**config.mk**
```make
export PLATFORM = sky130hd
export DESIGN_NAME = up_counter_sequence_monitor
export DESIGN_NICKNAME = d
export VERILOG_FILES = /design/src/rtl/up_counter_sequence_monitor.sv
export SDC_FILE = /design/constraint.sdc
export NUM_CORES = 1
export LEC_CHECK = 0
export BUFFER_PORTS_ARGS = -buffer_cell sky130_fd_sc_hd__clkbuf_2
export CORE_MARGIN = 5
export CORE_UTILIZATION = 52
export CTS_CLUSTER_SIZE = 25
export DETAILED_ROUTE_END_ITERATION = 6
export PLACE_DENSITY = 0.81
export SYNTH_ARGS = -nofsm -noshare
export SYNTH_HDL_FRONTEND = slang
export SYNTH_SLANG_ARGS = --single-unit
```
**constraint.sdc**
```tcl
create_clock -name CLK -period 4.9 [get_ports CLK]
set_input_delay 0.49 -clock CLK [delete_from_list [all_inputs] [get_ports CLK]]
set_output_delay 0.49 -clock CLK [all_outputs]
set_load 0.05 [all_outputs]
```
**src/rtl/up_counter_sequence_monitor.sv**
```systemverilog
// Tracks a 3-bit up counter (Q2..Q0) and flags any sample that is not previous+1 (mod 8).
// Define UP_COUNTER_SEQ_MON_ERRCNT_EN to build the saturating ERR_CNT register; otherwise ERR_CNT is tied to 0.
module up_counter_sequence_monitor #(
  parameter int WRAP_W   = 8,
  parameter int ERR_W    = 4,
  parameter int RESYNC_N = 2
) (
  input  logic              CLK,
  input  logic              not_RST,
  input  logic              Q0,
  input  logic              Q1,
  input  logic              Q2,
  input  logic              EN,
  output logic              LOCKED,
  output logic              WRAP,
  output logic [WRAP_W-1:0] WRAP_CNT,
  output logic              ERR,
  output logic              ERR_STICKY,
  output logic [ERR_W-1:0]  ERR_CNT
);

  typedef enum logic [1:0] {IDLE, ACQUIRE, TRACK, LOST} state_t;

  state_t            state, state_nxt;
  logic [2:0]        cur, prev, prev_nxt, good, good_nxt, good_inc;
  logic              step_ok;
  logic              locked_nxt, wrap_nxt, err_nxt, sticky_nxt;
  logic [WRAP_W-1:0] wrap_cnt_nxt;

  assign cur      = {Q2, Q1, Q0};
  assign step_ok  = (cur == prev + 3'd1);
  assign good_inc = good + 3'd1;

  always_comb begin
    state_nxt    = state;
    prev_nxt     = prev;
    good_nxt     = good;
    locked_nxt   = LOCKED;
    wrap_nxt     = 1'b0;
    err_nxt      = 1'b0;
    sticky_nxt   = ERR_STICKY;
    wrap_cnt_nxt = WRAP_CNT;
    if (EN) begin
      prev_nxt = cur;
      case (state)
        IDLE: begin
          good_nxt  = 3'd0;
          state_nxt = ACQUIRE;
        end
        ACQUIRE, LOST: begin
          if (!step_ok) begin
            good_nxt = 3'd0;
          end else if (good_inc == 3'(RESYNC_N)) begin
            good_nxt   = 3'd0;
            locked_nxt = 1'b1;
            state_nxt  = TRACK;
          end else begin
            good_nxt = good_inc;
          end
        end
        TRACK: begin
          if (step_ok) begin
            if (prev == 3'd7) begin
              wrap_nxt = 1'b1;
              if (WRAP_CNT != '1) wrap_cnt_nxt = WRAP_CNT + WRAP_W'(1);
            end
          end else begin
            err_nxt    = 1'b1;
            sticky_nxt = 1'b1;
            locked_nxt = 1'b0;
            good_nxt   = 3'd0;
            state_nxt  = LOST;
          end
        end
        default: state_nxt = IDLE;
      endcase
    end
  end

  always_ff @(posedge CLK) begin
    if (!not_RST) begin
      state      <= IDLE;
      prev       <= 3'd0;
      good       <= 3'd0;
      LOCKED     <= 1'b0;
      WRAP       <= 1'b0;
      ERR        <= 1'b0;
      ERR_STICKY <= 1'b0;
      WRAP_CNT   <= '0;
    end else begin
      state      <= state_nxt;
      prev       <= prev_nxt;
      good       <= good_nxt;
      LOCKED     <= locked_nxt;
      WRAP       <= wrap_nxt;
      ERR        <= err_nxt;
      ERR_STICKY <= sticky_nxt;
      WRAP_CNT   <= wrap_cnt_nxt;
    end
  end

`ifdef UP_COUNTER_SEQ_MON_ERRCNT_EN
  logic [ERR_W-1:0] err_cnt;

  // Saturating mismatch count, stepped by the same event that raises ERR.
  always_ff @(posedge CLK) begin
    if (!not_RST) begin
      err_cnt <= '0;
    end else if (err_nxt && err_cnt != '1) begin
      err_cnt <= err_cnt + ERR_W'(1);
    end
  end

  assign ERR_CNT = err_cnt;
`else
  assign ERR_CNT = '0;
`endif

endmodule
```
==> reports/qor.yml, run 1 <==
sta:
  slew_viol_final: 0
  skew_ns: 0.002555
  setup-tns-final_ns: 0
  max_freq_mhz: 417.6
  setup_viol: 0
  rsz0062_at_grt: "false"
  slew-limit-headroom: 0.4868
  worst_slack_ns: 2.506
  period_share: 0.4887
  worstMarginPinSlew_ns: 0.7599
  hold_viol: 0
  min_period_ns: 2.394
finish:
  design_area_um2: 1136
  fillers: 186
  multi_input_area_um2: 583.1
  n_antenna_cell: 0
  regArea_um2: 400.4
  area_delta_synth_final_pct: 10.19
  drive_above_1_share: 0.1667
  nNetsFinal: 139
  fin_util: 0.5911
detailed_routing:
  num_vias: 838
  met3_length_um: 101
  drt_first_pass_iters: 4
  ant_nets: 0
  wl_met2_um: 845
  highest_layer: "met4"
  post_drt_via_cell_ratio: 5.477
  drcViolationCount: 0
  wl_per_cell_um: 12.22
  m1WireLength_um: 880
  drt_iter0_drc: 12
  routed_wl_mm: 1.870
clock_tree:
  cts_tree: "yes"
  htree_num_levels: 1
  clock_path_buffers: 2
  clock-sinks: 20
  numCtsBuffers: 3
  ctsResizeCount: 0
  cts_root_buf: "clkbuf_4"
  post_cts_buffers: 0
  clkSlewWorstSetupHoldPaths_ns: 0.11
  worstSkewPairLatency_ns: 0.30
  hold_buffers: 0
synth:
  synth_largest_area_cell: "dfxtp_1"
  synthFlopType: "dfxtp_1"
  synthDistinctLibCells: 39
  synthCells: 111
  synth_edf_count: 0
  yosysSeqAreaShare: 0.3883
  yosysWarnings: 0
  synth_top_area_share: 0.3883
  synthArstFlopShare: 0
  yosys_register_bits: 20
  synth_area_leaders: "dfxtp_1 (39%), ha_1 (6.1%), mux2i_1 (4.9%)"
  syn_avg_cell_area_um2: 9.288
  synth_area_um2: 1031
outcome:
  outcome: "finished clean"
die:
  die_w_um: 54.53
  start_util: 0.5365
  rows: 16
  die_area_um2: 2973
  core_um2: 1922
  num_io_pins: 22
  dieHeight_um: 54.53
grt:
  grt_pass1_vias: 742
  grt_pass1_wl_mm: 3.222
  grt.total_usage: 0.1514
  grt_max_degree: 27
  gr-total-overflow: 0
  antenna_found_initial: 0
flow_run:
  drv_cap: 0
placed_design:
  dp.final_hpwl_mm: 1.396
  dp_slack_ns: 2.527
  io_buffers: 17
  gp_congestion: 0.7260
  place_area_um2: 1114
worst_hold_path:
  hp-class: "reg2reg"
critical_path:
  slowest_stage: "or4_1"
  critPathArrivalTime_ns: 2.64
  max_stage_delay_ns: 0.67
  crit_buf_inv: 0
  startpoint_type: "flop"
  path_class: "reg2reg"
  cp.required_ns: 5.14
  cp_max_fo: 9
  path_delay_family: "simple AND/OR/NAND/NOR gates"
  cp-end-kind: "flop"
  path_cells: "ha_1 -> ha_1 -> xor2_1 -> or4_1 -> or4_1 -> a21boi_1"
pwr:
  power_density_nw_per_um2: 239.9
  ir_drop_mv: 0.1651
  p_leak_nw: 0.4781
==> path summary, 6_finish.rpt <==
| check | slack, ns | from | cells past startpoint | endpoint |
|---|---|---|---|---|
| max reg2reg | 2.51 | prev[0] | 6 | WRAP_CNT[5] |
| min reg2reg | 0.47 | ERR_STICKY | 1 | ERR_STICKY |
| max | 2.51 | prev[0] | 6 | WRAP_CNT[5] |
| min | 0.47 | ERR_STICKY | 1 | ERR_STICKY |
==> layout make-up <==
cell class	instances	area share
inverters	3	0.009912
clock buffers	3	0.01982
flip-flops and latches	20	0.3524
multi-input cells	83	0.5132
well taps	27	0.02974
repair buffers	17	0.07489
==> worst register-to-register path, delay by kind of cell (launching register included) <==
family,cells,cell delay (ns)
compound gates,1,0.14
simple gates,2,1.19
flops,1,0.35
xor+xnor,1,0.19
fa+ha+maj,2,0.48
==> cells by family (layout without fill, tap and decap cells) <==
family	count (synthesis)	in the layout	synth area share
multiplexers	5	5	0.04855
other	1	4	0.003637
XOR/XNOR	4	4	0.03399
AND/OR/NAND/NOR	42	42	0.2403
adder cells (fa/ha/maj)	5	5	0.06068
buffers and inverters	11	23	0.05704
flip-flops	20	20	0.3883
AO/OA/AOI/OAI	23	23	0.1675
==> placed cells by master (no fill, tap or decap), types with 2 or more instances in the layout <==
| cell type | count |
|---|---|
| or4_1 | 3 |
| o41ai_1 | 2 |
| nor4_1 | 3 |
| o21a_1 | 2 |
| nand2_1 | 8 |
| conb_1 | 4 |
| nor2_1 | 3 |
| xor2_1 | 2 |
| clkbuf_2 | 17 |
| dfxtp_1 | 20 |
| and2_1 | 2 |
| o31ai_1 | 4 |
| o21ai_0 | 3 |
| mux2i_1 | 5 |
| ha_1 | 5 |
| nand3_1 | 6 |
| clkbuf_4 | 3 |
| or3_1 | 2 |
| nand2b_1 | 2 |
| inv_1 | 3 |
| nor3b_1 | 2 |
| nor2b_1 | 4 |
| a21boi_1 | 3 |
| xnor2_1 | 2 |
| or4b_1 | 3 |
==> stage by stage <==
step	total power, mW	hold WS (ns)	cells
floorplan	0.1953	0.4662	114
global placement	0.1975	0.4447	150
detailed placement	0.1989	0.4517	150
CTS	0.2757	0.4783	153
global route	0.2881	0.4908	153
finish	0.2725	0.4724	153
==> cells in the mapped netlist, types with 3 or more instances <==
master,n
buf_4,4
dfxtp_1,20
o31ai_1,4
ha_1,5
nor4_1,3
nand2_1,8
nor2_1,3
or4_1,3
nor2b_1,4
inv_1,3
o21ai_0,3
or4b_1,3
a21boi_1,3
nand3_1,6
mux2i_1,5
==> metal layers <==
| metal | vias up | global-route usage |
|---|---|---|
| met3 | 5 | 0.03270 |
| li1 | 441 | - |
| met4 | 0 | 0.07469 |
| met2 | 18 | 0.2291 |
| met5 | - | 0 |
| met1 | 374 | 0.2013 |
==> power by group <==
part	total, mW	switching, mW	internal, mW	leakage [nW]
registers	0.166	0.00170	0.165	0.162
clock network	0.0776	0.0489	0.0287	0.0138
logic	0.0286	0.0198	0.00874	0.302
==> state kept, by name, indices dropped and copies added, names as in the netlist <==
name,cells
WRAP_CNT,8
state,2
LOCKED,1
prev,3
ERR,1
ERR_STICKY,1
WRAP,1
good,3
Note: power is estimated with default switching activity, not from simulation.
==> inputs of run 2 (changes only) <==
--- a/config.mk
+++ b/config.mk
@@ -7,10 +7,10 @@
 export LEC_CHECK = 0
 export BUFFER_PORTS_ARGS = -buffer_cell sky130_fd_sc_hd__clkbuf_2
 export CORE_MARGIN = 5
-export CORE_UTILIZATION = 52
+export CORE_UTILIZATION = 47
 export CTS_CLUSTER_SIZE = 25
 export DETAILED_ROUTE_END_ITERATION = 6
-export PLACE_DENSITY = 0.81
+export PLACE_DENSITY = 0.77
 export SYNTH_ARGS = -nofsm -noshare
 export SYNTH_HDL_FRONTEND = slang
 export SYNTH_SLANG_ARGS = --single-unit
==> constraint.sdc (replaced) <==
create_clock -name CLK -period 2 [get_ports CLK]
set_input_delay 0.2 -clock CLK [delete_from_list [all_inputs] [get_ports CLK]]
set_output_delay 0.2 -clock CLK [all_outputs]
set_load 0.05 [all_outputs]
==> run 2 against run 1 <==
Effect of this change: the flow now finishes with violations (negative setup slack); clock skew hardly changed; utilization increased by 2.7 points; clock power rose to 3.1 times the previous value; worst hold slack worse by 0.29 ns; first-iteration DRC count rose by 17%; cell area up 17%; register-to-register slack worse by 2.6 ns; sequential share of layout area fell by 4.9 points; power rose to 2.8 times the previous value; via count is 8.6% higher; critical path type unchanged; largest cell class unchanged; largest power group unchanged.
==> reports/qor.yml, run 2 (synthesis results as in run 1) <==
outcome:
  outcome: "finished with violations"
  violations: "negative setup slack"
finish:
  mostFrequentLayoutCells: "dfxtp_1 (18), clkbuf_2 (17), buf_4 (10)"
  drive_above_1_share: 0.3577
  nNetsFinal: 149
  largest_reg_flops: 8
  final_common_cell: "dfxtp_1"
  regMostFlops: "WRAP_CNT"
  top_regs: "WRAP_CNT x8, good x3, prev x3"
  area_delta_synth_final_pct: 28.76
  n_antenna_cell: 0
sta:
  holdWs_ns: 0.1810
  worst_slack_ns: -0.06984
  hold_viol: 0
  min_period_ns: 2.070
  max_freq_mhz: 483.1
  slew-limit-headroom: 0.6400
  setup_viol: 4
  setup-tns-final_ns: -0.1798
  worstMarginPinSlew_ns: 0.5395
  slew_viol_final: 0
  period_share: 1.035
  skew_ns: 0.002861
  rsz0062_at_grt: "true"
detailed_routing:
  drt_iter0_drc: 14
  num_vias: 910
  ant_nets: 0
  wl_per_cell_um: 13.26
  drcViolationCount: 0
  post_drt_via_cell_ratio: 5.515
  drt_first_pass_iters: 6
  routed_wl_mm: 2.188
die:
  start_util: 0.4799
  die_area_um2: 3230
  die_w_um: 56.84
  dieHeight_um: 56.84
  rows: 17
  core_um2: 2148
  num_io_pins: 22
clock_tree:
  clkSlewWorstSetupHoldPaths_ns: 0.11
  cts_tree: "yes"
  clock-sinks: 20
  clock_path_buffers: 2
  worstSkewPairLatency_ns: 0.31
  numCtsBuffers: 3
  htree_num_levels: 1
  cts_root_buf: "clkbuf_4"
critical_path:
  cp_max_fo: 5
  path_cells: "ha_4 -> ha_4 -> xor2_2 -> or4b_4 -> or4b_4 -> o21ai_2"
  max_stage_delay_ns: 0.52
  critPathArrivalTime_ns: 2.32
  path_delay_family: "simple AND/OR/NAND/NOR gates"
  r2r_slack_ns: -0.07
  slowest_stage: "or4b_4"
  crit_buf_inv: 0
  cp.required_ns: 2.25
  startpoint_type: "flop"
  path_class: "reg2reg"
  cp-end-kind: "flop"
pwr:
  power_density_nw_per_um2: 568.5
  p_leak_nw: 0.5555
  ir_drop_mv: 0.4460
  finalPower_mw: 0.7547
placed_design:
  io_buffers: 17
  dp.final_hpwl_mm: 1.533
  gp_congestion: 0.8147
grt:
  gr-total-overflow: 0
  grt_max_degree: 27
  grt_pass1_wl_mm: 3.553
  antenna_found_initial: 0
  grt.total_usage: 0.1402
  grt_pass1_vias: 865
flow_run:
  drv_cap: 0
worst_hold_path:
  hp-class: "in2reg"
==> run 2: cell types whose count changed in the layout (fill, tap and decap cells not counted), sizes merged <==
cell	before	now
buf	0	10
clkbuf	20	21
==> run 2: metrics by stage <==
| step | std cells | util | cell area [µm²] | setup slack (ns) |
|---|---|---|---|---|
| finish | 165 | 0.6179 | 1328 | -0.06984 |
| global route | 165 | 0.6179 | 1328 | -0.1395 |
| CTS | 165 | 0.5906 | 1269 | -0.06247 |
| detailed placement | 161 | 0.5719 | 1229 | -0.1006 |
| global placement | 161 | 0.5719 | 1229 | -0.03935 |
| floorplan | 114 | - | 1087 | -0.03852 |
==> run 2: report_power, final <==
group	switching (mW)	internal, mW
sequential	0.00557	0.404
clock	0.128	0.111
combinational	0.0633	0.0425
==> run 2: final timing paths <==
kind | startpoint | end | cells past startpoint
hold reg to reg | ERR_STICKY | ERR_STICKY | 1
setup reg to reg | prev[1] | good[0] | 6
hold / removal | Q1 | prev[1] | 3
setup / recovery | prev[1] | good[0] | 6
==> run 2: layout make-up <==
class	count	area [µm²]
Fill cell	168	820.8
Multi-Input combinational cell	83	681.9
Sequential cell	20	402.9
Timing Repair Buffer	27	160.2
Clock buffer	4	36.28
Tap cell	28	35.03
Inverter	3	11.26
==> run 2: what timing repair did <==
action                     4_1_cts  5_1_grt
buffers inserted                 0        0
gates resized for setup          1       11
hold buffers                     0        0
setup endpoints to repair        7       13
pin swaps                        0        3
==> run 2: layer usage <==
layer  routed length, µm  track usage
met4                  75      0.07947
met1                 987       0.1597
met5                   0            0
met3                  90      0.02759
met2                1035       0.2409
==> run 2: worst reg2reg max path, cell delays in order, from the launching register on <==
cell and delay [ns]:
dfxtp_2 0.35, ha_4 0.16, ha_4 0.21, xor2_2 0.17, or4b_4 0.52, or4b_4 0.50, o21ai_2 0.11
